[config.mk]
export PLATFORM = sky130hd
export DESIGN_NAME = cic_decimator
export DESIGN_NICKNAME = d
export VERILOG_FILES = /design/src/rtl/cic_pkg.sv /design/src/rtl/cic_comb_stage.sv /design/src/rtl/cic_decimator.sv
export SDC_FILE = /design/constraint.sdc
export NUM_CORES = 2
export LEC_CHECK = 0
export ABC_CLOCK_PERIOD_IN_PS = 9300
export BUFFER_PORTS_ARGS = -buffer_cell sky130_fd_sc_hd__buf_4
export CORE_MARGIN = 10
export CORE_UTILIZATION = 45
export DETAILED_ROUTE_END_ITERATION = 10
export PLACE_DENSITY = 0.62
export SLEW_MARGIN = 10
export SYNTH_ARGS = -nofsm -noshare
export SYNTH_HDL_FRONTEND = slang
export SYNTH_HIERARCHICAL = 1
export SYNTH_SLANG_ARGS = --single-unit
export TNS_END_PERCENT = 20
[constraint.sdc]
create_clock -name clk -period 9.3 [get_ports clk]
set_input_delay 0.465 -clock clk [delete_from_list [all_inputs] [get_ports clk]]
set_output_delay 0.465 -clock clk [all_outputs]
set_load 0.05 [all_outputs]
[src/rtl/cic_pkg.sv]
// cic_pkg: shared helpers for the CIC decimator.
//   cic_acc_width() - accumulator width needed for a given input width, order
//                     and ratio-input width (bit growth of ORDER*log2(Rmax)).
//   CIC_SHIFT_W     - shift-control width for the default configuration.
//   sat_to()        - clamps a wide signed value to a signed field of 'width'
//                     bits and reports whether it clipped.
// The optional macro CIC_ROUND_EN (used in cic_decimator) is not referenced here.
package cic_pkg;

    // Working width for the output stage; must exceed any ACC_W in use.
    localparam int CIC_MAX_W = 256;

    function automatic int cic_acc_width(input int in_w, input int order, input int ratio_w);
        return in_w + order * ratio_w;
    endfunction

    localparam int CIC_DEF_ACC_W = cic_acc_width(8, 5, 16);
    localparam int CIC_SHIFT_W   = $clog2(CIC_DEF_ACC_W);

    function automatic logic signed [CIC_MAX_W-1:0] sat_to(
        input  logic signed [CIC_MAX_W-1:0] x,
        input  int                          width,
        output logic                        clipped
    );
        logic signed [CIC_MAX_W-1:0] hi;
        logic signed [CIC_MAX_W-1:0] lo;
        hi      = $signed((CIC_MAX_W'(1) << (width - 1)) - CIC_MAX_W'(1));
        lo      = ~hi;  // -(2^(width-1))
        clipped = 1'b0;
        sat_to  = x;
        if (x > hi) begin
            sat_to  = hi;
            clipped = 1'b1;
        end else if (x < lo) begin
            sat_to  = lo;
            clipped = 1'b1;
        end
    endfunction

endpackage

[src/rtl/cic_comb_stage.sv]
// cic_comb_stage: one CIC comb (differentiator) section, differential delay 1.
// Ports:
//   clk, rst            - clock, synchronous active-high reset
//   in_valid, in_data   - token and sample from the previous section
//   out_valid, out_data - registered token and difference x - x_prev
// The stage only advances when a token is present, so the delay register
// holds the previous decimated sample, not the previous clock's value.
module cic_comb_stage #(
    parameter int W = 16
) (
    input  logic         clk,
    input  logic         rst,
    input  logic         in_valid,
    input  logic [W-1:0] in_data,
    output logic         out_valid,
    output logic [W-1:0] out_data
);

    logic [W-1:0] prev;

    always_ff @(posedge clk) begin
        if (rst) begin
            prev      <= '0;
            out_valid <= 1'b0;
            out_data  <= '0;
        end else begin
            out_valid <= in_valid;
            if (in_valid) begin
                out_data <= in_data - prev;
                prev     <= in_data;
            end
        end
    end

endmodule

[src/rtl/cic_decimator.sv]
// cic_decimator: ORDER-stage CIC decimator with runtime ratio and shift,
// saturating signed output.
// Ports:
//   clk, rst   - clock, synchronous active-high reset
//   ratio      - decimation ratio R (0 behaves as 1), latched at each output
//                period boundary and during reset
//   shift      - arithmetic right shift before saturation, latched like ratio
//   in_valid   - in_data carries a new sample this cycle
//   in_data    - signed input sample
//   out_valid  - one-cycle strobe per decimated sample
//   out_data   - signed output, held between strobes
//   sat        - set with out_valid when that sample was clipped
// Stream semantics: a transfer happens on every clock edge where the valid
// bit is high; there is no ready, the block never stalls its source and the
// consumer must take every out_valid strobe.
// Optional build macro: CIC_ROUND_EN - round half up before the shift
// (default: truncate toward minus infinity).
module cic_decimator
    import cic_pkg::*;
#(
    parameter int ORDER   = 5,
    parameter int IN_W    = 8,
    parameter int OUT_W   = 8,
    parameter int RATIO_W = 16,
    parameter int ACC_W   = cic_acc_width(IN_W, ORDER, RATIO_W)
) (
    input  logic                     clk,
    input  logic                     rst,
    input  logic [RATIO_W-1:0]       ratio,
    input  logic [$clog2(ACC_W)-1:0] shift,
    input  logic                     in_valid,
    input  logic [IN_W-1:0]          in_data,
    output logic                     out_valid,
    output logic [OUT_W-1:0]         out_data,
    output logic                     sat
);

    localparam int SHIFT_W = $clog2(ACC_W);

    // ---------------- integrators ----------------
    logic [ACC_W-1:0] integ [1:ORDER];

    // Every stage adds the previous stage's pre-edge value, so a sample moves
    // one stage per accepted input. Wrap-around modulo 2^ACC_W is intended.
    always_ff @(posedge clk) begin
        if (rst) begin
            for (int k = 1; k <= ORDER; k++) integ[k] <= '0;
        end else if (in_valid) begin
            integ[1] <= integ[1] + {{(ACC_W-IN_W){in_data[IN_W-1]}}, in_data};
            for (int k = 2; k <= ORDER; k++) integ[k] <= integ[k] + integ[k-1];
        end
    end

    // ---------------- decimation counter ----------------
    logic [RATIO_W-1:0] count;
    logic [RATIO_W-1:0] ratio_q;
    logic [SHIFT_W-1:0] shift_q;
    logic               dec_event;

    assign dec_event = in_valid &&
                       ((ratio_q <= RATIO_W'(1)) || (count == ratio_q - RATIO_W'(1)));

    always_ff @(posedge clk) begin
        if (rst) begin
            count   <= '0;
            ratio_q <= ratio;
            shift_q <= shift;
        end else if (in_valid) begin
            if (dec_event) begin
                count   <= '0;
                ratio_q <= ratio;
                shift_q <= shift;
            end else begin
                count <= count + RATIO_W'(1);
            end
        end
    end

    // ---------------- comb chain ----------------
    // cap is the last integrator's pre-edge value; the first comb stage
    // registers it on the decimation event, which keeps event-to-strobe
    // latency at ORDER+1 cycles.
    logic [ACC_W-1:0] cap;
    logic [ACC_W-1:0] c_data  [0:ORDER];
    logic             c_valid [0:ORDER];
    logic [SHIFT_W-1:0] sh_pipe [1:ORDER];

    assign cap        = integ[ORDER];
    assign c_data[0]  = cap;
    assign c_valid[0] = dec_event;

    for (genvar g = 1; g <= ORDER; g++) begin : g_comb
        cic_comb_stage #(.W(ACC_W)) u_stage (
            .clk      (clk),
            .rst      (rst),
            .in_valid (c_valid[g-1]),
            .in_data  (c_data[g-1]),
            .out_valid(c_valid[g]),
            .out_data (c_data[g])
        );
    end

    // The shift in force for the period just ended rides alongside its token,
    // so a reload at the next event cannot affect a sample still in flight.
    always_ff @(posedge clk) begin
        if (rst) begin
            for (int k = 1; k <= ORDER; k++) sh_pipe[k] <= '0;
        end else begin
            if (dec_event) sh_pipe[1] <= shift_q;
            for (int k = 2; k <= ORDER; k++) begin
                if (c_valid[k-1]) sh_pipe[k] <= sh_pipe[k-1];
            end
        end
    end

    // ---------------- output stage ----------------
    // Widened first so the rounding offset can never wrap the comb result.
    logic signed [CIC_MAX_W-1:0] wide;
    logic                        clip;
    logic [OUT_W-1:0]            out_next;

    always_comb begin
        wide = CIC_MAX_W'($signed(c_data[ORDER]));
`ifdef CIC_ROUND_EN
        if (sh_pipe[ORDER] != '0) begin
            wide = wide + (CIC_MAX_W'(1) << (sh_pipe[ORDER] - 1'b1));
        end
`endif
        wide     = wide >>> sh_pipe[ORDER];
        out_next = OUT_W'(sat_to(wide, OUT_W, clip));
    end

    always_ff @(posedge clk) begin
        if (rst) begin
            out_valid <= 1'b0;
            out_data  <= '0;
            sat       <= 1'b0;
        end else begin
            out_valid <= c_valid[ORDER];
            if (c_valid[ORDER]) begin
                out_data <= out_next;
                sat      <= clip;
            end
        end
    end

endmodule

# Word-level counts from Yosys, hierarchy flattened
# Memory sizes are Yosys's and may differ from the RTL's.
# Cells that the tools add are included.
dict set report totals {
  output_inout_bits 10
  ramBits 475
  mem_count 2
  inputBits 34
  register_bits 934
  elab_cells 96
}
# name depth word_bits read_ports rd_ports_with_merged_regs write_ports line_no
set mem_list {}
lappend mem_list {integ 5 88 5 0 5 cic_decimator.sv:41} ;# logic [ACC_W-1:0] integ [1:ORDER];
lappend mem_list {sh_pipe 5 7 5 0 5 cic_decimator.sv:86} ;# logic [SHIFT_W-1:0] sh_pipe [1:ORDER];
dict set report classes {
  eq_ne 1
  n_bitwise 10
  shifts 1
  n_addsub 12
  n_reduce_logical 5
  magnitude_cmp 3
  n_mux 41
}
# op n
set op_table {}
lappend op_table {{88-bit adder} 5}
lappend op_table {{88-bit 2-to-1 mux} 5}
lappend op_table {{88-bit subtractor} 5}
lappend op_table {{256-bit by 8-bit > comparator with 1-bit output (second input constant)} 1}
lappend op_table {{256-bit by 8-bit less-than comparator with 1-bit output (second input constant)} 1}
lappend op_table {{88-bit by 7-bit >>> shifter with 256-bit output} 1}
lappend op_table {{16-bit 2-to-1 mux} 4}
lappend op_table {{7-bit 2-to-1 mux} 8}
lappend op_table {{1-bit 2-to-1 mux} 22}
lappend op_table {{16-bit by 1-bit adder with 16-bit output (second input constant)} 1}
lappend op_table {{16-bit == test} 1}
lappend op_table {{16-bit by 1-bit less-or-equal comparator with 1-bit output (second input constant)} 1}
lappend op_table {{8-bit 2-to-1 mux} 2}
lappend op_table {{16-bit by 1-bit subtractor with 16-bit output (second input constant)} 1}
lappend op_table {{1-bit bitwise OR} 10}
lappend op_table {{2-bit nonzero test} 2}
lappend op_table {{2-bit AND reduction} 1}
lappend op_table {{1-bit logical AND} 1}
lappend op_table {{1-bit logical OR} 1}

# Longest topological paths before layout
dict set report depth {
  ltp_word 8
  depth_mapped 18
  ltp_nobuf 17
}

# Hierarchy
# The synthesis kept the hierarchy.
# module seq_area_each_um2 instances cells_each area_per_inst_um2
set by_module_without_submodules {}
lappend by_module_without_submodules {cic_decimator 15474.8 1 5945 51134.0}
lappend by_module_without_submodules {{cic_comb_stage at g_comb[1].u_stage ...} 3543.4 3 1485 11785.1}
lappend by_module_without_submodules {{cic_comb_stage at g_comb[3].u_stage} 3543.4 1 1456 11751.3}
lappend by_module_without_submodules {{cic_comb_stage at g_comb[4].u_stage} 3543.4 1 1441 11554.8}

# Worst setup path after synthesis
# No wires, ideal clock.
dict set report synth_path {
  path_kind {input-to-reg}
  startpoint {in in_valid}
  endpoint {reg integ[0][0] (netlist name)}
  t_arrival_ns 6.028
  slack_ns 2.650
  path_buffers 1
  path_stages 2
  setup_time_ns 0.623
  required_ns 8.677
  cell_sequence {clkbuf_1 or2_2}
}
# element line_no
set synth_rtl {}
lappend synth_rtl {{start: declaration} cic_decimator.sv:31} ;# input logic in_valid,

==> summary.txt <==
Status
  • Run status: complete, no violations

STA
  • Max Fclk: ~170 MHz
  • Final Max Tran Viols: 0
  • Worst hold-check slack: roughly 0.17 ns
  • Setup repair after global routing missed its margin: no
  • Endpoints failing setup: 0
  • Setup_tns: 0 ns
  • Transition time of the tightest slew-check pin: roughly 1.3 ns
  • Min Clock Period, post-route: 5.81 ns
  • Layout Skew: 0.0327 ns
  • Final Hold Viols: 0
  • Final Cycle Share: roughly 62%
  • Headroom to the max-slew limit: between 10 and 15%

Logic synthesis
  • Sequential fraction of the synthesis area: between 30% and 40%
  • Predominant post-synthesis flop cell: sky130_fd_sc_hd__dfxtp_1
  • Yosys synthesis warning count: 6
  • Per-instance average area after synthesis: a little over 8 um^2
  • Post-Synthesis Cells: about 13000
  • Top post-synthesis cells by area: sky130_fd_sc_hd__dfxtp_1 (17%), sky130_fd_sc_hd__edfxtp_1 (14%), sky130_fd_sc_hd__ha_1 (9.9%)
  • Area of the mapped netlist: between 100000 and 150000 um^2
  • Largest area contributor in the synthesized netlist: sky130_fd_sc_hd__dfxtp_1
  • Synth cell types: 116
  • Synthesized Nets: 14200
  • Number of enable-type register cells in the synthesized netlist: between 400 and 500
  • Cell with the most instances after synthesis: sky130_fd_sc_hd__nor2_1
  • Share of async-settable or async-resettable flops after synthesis: 0%
  • Commonest cells in the synthesized netlist: sky130_fd_sc_hd__nor2_1 (1718), sky130_fd_sc_hd__a21oi_1 (1155), sky130_fd_sc_hd__nand2_1 (1131)
  • Number of flip-flops and latches in the synthesized netlist: roughly 1400
  • Yosys top cell area share: between 10% and 20%

Layout
  • Register Area: around 33000 um^2
  • Fill cell total of the finished layout: roughly 23000
  • Fraction of final layout cells sized beyond drive strength 1: 5.28%
  • Nets: roughly 14000
  • Final standard cell utilization of the core: between 40% and 50%
  • Area taken by multi-input logic gates: 71000 um^2
  • P&R area growth vs syn: 7.09%

Floorplan
  • Std cell rows: 181
  • Number of primary I/O pins: between 40 and 50
  • Die outline height: approximately 510 um
  • Floorplan Core Area: 243000 um^2
  • Initial standard-cell utilization of the core: between 40% and 50%
  • Die ar.: between 200000 and 300000 um^2
  • Die extent in x: between 500 and 600 um

Clock network
  • Later-pin clock latency in the skew report: approximately 0.84 ns
  • Clock slew at reported path FFs: roughly 0.050 ns
  • Post-CTS setup buffer count: 0
  • Number of H-tree levels: 4
  • CTS Buf Count: about 170
  • Clock root buffer: sky130_fd_sc_hd__clkbuf_16
  • Clock sink total: 1409
  • TritonCTS clock tree: built
  • Maximum buffer depth of the clock tree: 3
  • Post-cts gate resize count: 0

Global routing
  • Antenna violations before repair: 2
  • GRT Overall Usage: a little under a quarter
  • Maximum number of pins on one net before global-route repair: between 150 and 200
  • Global-route wire length before repair: roughly 500 mm
  • Number of global-route vias before repair: about 94000
  • Final global-route overflow total: 0

Routing
  • Final routed wire length divided by cell count: roughly 19 um
  • Number of remaining DRC errors: 0
  • Initial detailed-routing violation count: between 5000 and 6000
  • Total wire length after detailed routing: between 300 and 400 mm
  • Detailed Routing Iterations Pass 1: 6
  • Mean number of vias per cell: between 5 and 6
  • Post-route antenna net violation count: 0
  • Via count: 94000

Pwr
  • Leak Pwr: 49.3 nW
  • Cell area power density: between 150 and 200 nW/um^2
  • Peak ir drop on the vdd network: 197 uV

Hold path
  • Path category of the worst min-delay check: input port to flip-flop

Setup path
  • CP max stage cell: sky130_fd_sc_hd__buf_4
  • Startpoint-to-endpoint class of the critical path: flip-flop to flip-flop
  • Startpoint Class: flip-flop
  • Top cell family by delay on the critical path: compound AO/OA/AOI/OAI gates
  • Number of buffers and inverters on the critical path: 2
  • Peak per-stage delay on the critical path: roughly 0.9 ns
  • WP data required: 10.05 ns
  • Crit path capture type: flip-flop
  • Chain of cells forming the critical path: buf_4, buf_4, mux2i_1, nand2_1, o21ai_0, o21ai_0, nor2_1, o311ai_0, a21o_1, nand4_1, or4b_2, o41ai_4, o21ai_1, a211oi_2
  • Max FO, Critical Path: just under 70
  • CP Data Arrival Time: about 6.6 ns

Run
  • Number of max-cap violations: 0

Place
  • Dpl hpwl: ~240 mm
  • Final estimated routing congestion in global placement: approximately 0.98
  • Number of buffers inserted by port buffering: 43
metrics by stage:
step           instances  area [um^2]  power (mW)  setup slack, ns
2_1_floorplan      13300       110000        10.3             2.65
3_3_place_gp       15900       112000        11.3             3.47
3_5_place_dp       15900       112000        11.3             3.45
4_1_cts            16200       118000        17.8             3.46
5_1_grt            16200       118000        18.6             3.02
6_report           16200       118000        17.6             3.49
path summary, 6_finish.rpt:
kind | end | start | slack (ns) | depth (start not counted)
worst max-delay path | out_data[6]$_SDFFE_PP0P_ | sh_pipe[0][29]$_SDFFCE_PN0P_ | 3.49 | 14
worst min-delay path | integ[0][5]$_SDFFCE_PN0P_ | in_data[5] | 0.17 | 4
worst max register to register | out_data[6]$_SDFFE_PP0P_ | sh_pipe[0][29]$_SDFFCE_PN0P_ | 3.49 | 14
worst min register to register | g_comb[3].u_stage/out_data[71]$_SDFFE_PP0P_ | g_comb[3].u_stage/out_data[71]$_SDFFE_PP0P_ | 0.47 | 2
final cells by class:
| type | count | area share, % |
|---|---|---|
| Antenna cell | 1 | 0.00213 |
| Multi-Input combinational cell | 10500 | 60.4 |
| Tap cell | 3202 | 3.41 |
| Sequential cell | 1409 | 28.2 |
| Inverter | 714 | 2.28 |
| Timing Repair Buffer | 151 | 1.10 |
| Clock inverter | 89 | 0.699 |
| Clock buffer | 213 | 3.87 |
cell usage in the layout (no fill, tap or decap), drive strengths merged, types with 77 or more instances in the layout:
| master | n |
|---|---|
| nor2 | 1721 |
| a21oi | 1166 |
| nand2 | 1134 |
| dfxtp | 911 |
| ha | 873 |
| o21ai | 797 |
| mux2i | 745 |
| inv | 730 |
| a21o | 524 |
| xnor2 | 502 |
| edfxtp | 498 |
| xor2 | 328 |
| nand4 | 321 |
| o21bai | 216 |
| clkbuf | 213 |
| nor3 | 201 |
| nand3 | 186 |
| buf | 125 |
| o21a | 123 |
| a31oi | 122 |
| nand2b | 114 |
| a211oi | 100 |
| nor2b | 98 |
| and2 | 97 |
| mux4 | 93 |
| and3 | 77 |
registers in the layout (all words and copies together), names as in the netlist:
signal / count
g_comb.u_stage/out_data: 440
integ: 440
shift_q: 7
count: 16
g_comb.u_stage/prev: 440
sat: 1
ratio_q: 16
out_data: 8
g_comb.u_stage/out_valid: 5
out_valid: 1
sh_pipe: 35
tightest hold or removal path, delay by kind of cell:
kind                     cells  cell delay [ns]
adder cells (fa/ha/maj)      1             0.18
XOR/XNOR                     1             0.09
buffers and inverters        1             0.08
AND/OR/NAND/NOR              1             0.07
timing repair:
action | 4_1_cts | 5_1_grt
endpoints found under the hold margin | 45 | 0
hold buffers | 26 | 0
endpoints found under the setup margin | 0 | 0
per-layer routing:
layer | global-route usage [%] | vias to the layer above | routed length (um)
li1 | - | 47100 | -
met1 | 26.3 | 44000 | 130000
met2 | 41.4 | 2207 | 155000
met3 | 2.26 | 741 | 9960
met4 | 10.4 | 0 | 15300
met5 | 0 | - | 0
power by group:
part           switching (mW)  internal (mW)  leakage, nW  total [mW]
Sequential              0.268           6.71         12.8        6.98
Combinational            2.63           1.66         33.9        4.29
Clock                    2.69           3.68         2.64        6.38
Total                    5.59           12.1         49.3        17.6
kinds of logic (layout without fill, tap and decap cells):
logic type	count (synthesis)	after routing	share of synthesized area, %
adder cells (fa/ha/maj)	883	883	10.1
flip-flops	1409	1409	30.2
AND/OR/NAND/NOR	4223	4223	17.4
buffers and inverters	1422	1167	5.13
other	0	1	0
multiplexers	857	857	8.95
AO/OA/AOI/OAI	3673	3673	21.6
XOR/XNOR	830	830	6.62
(Power assumes the default switching activity.)
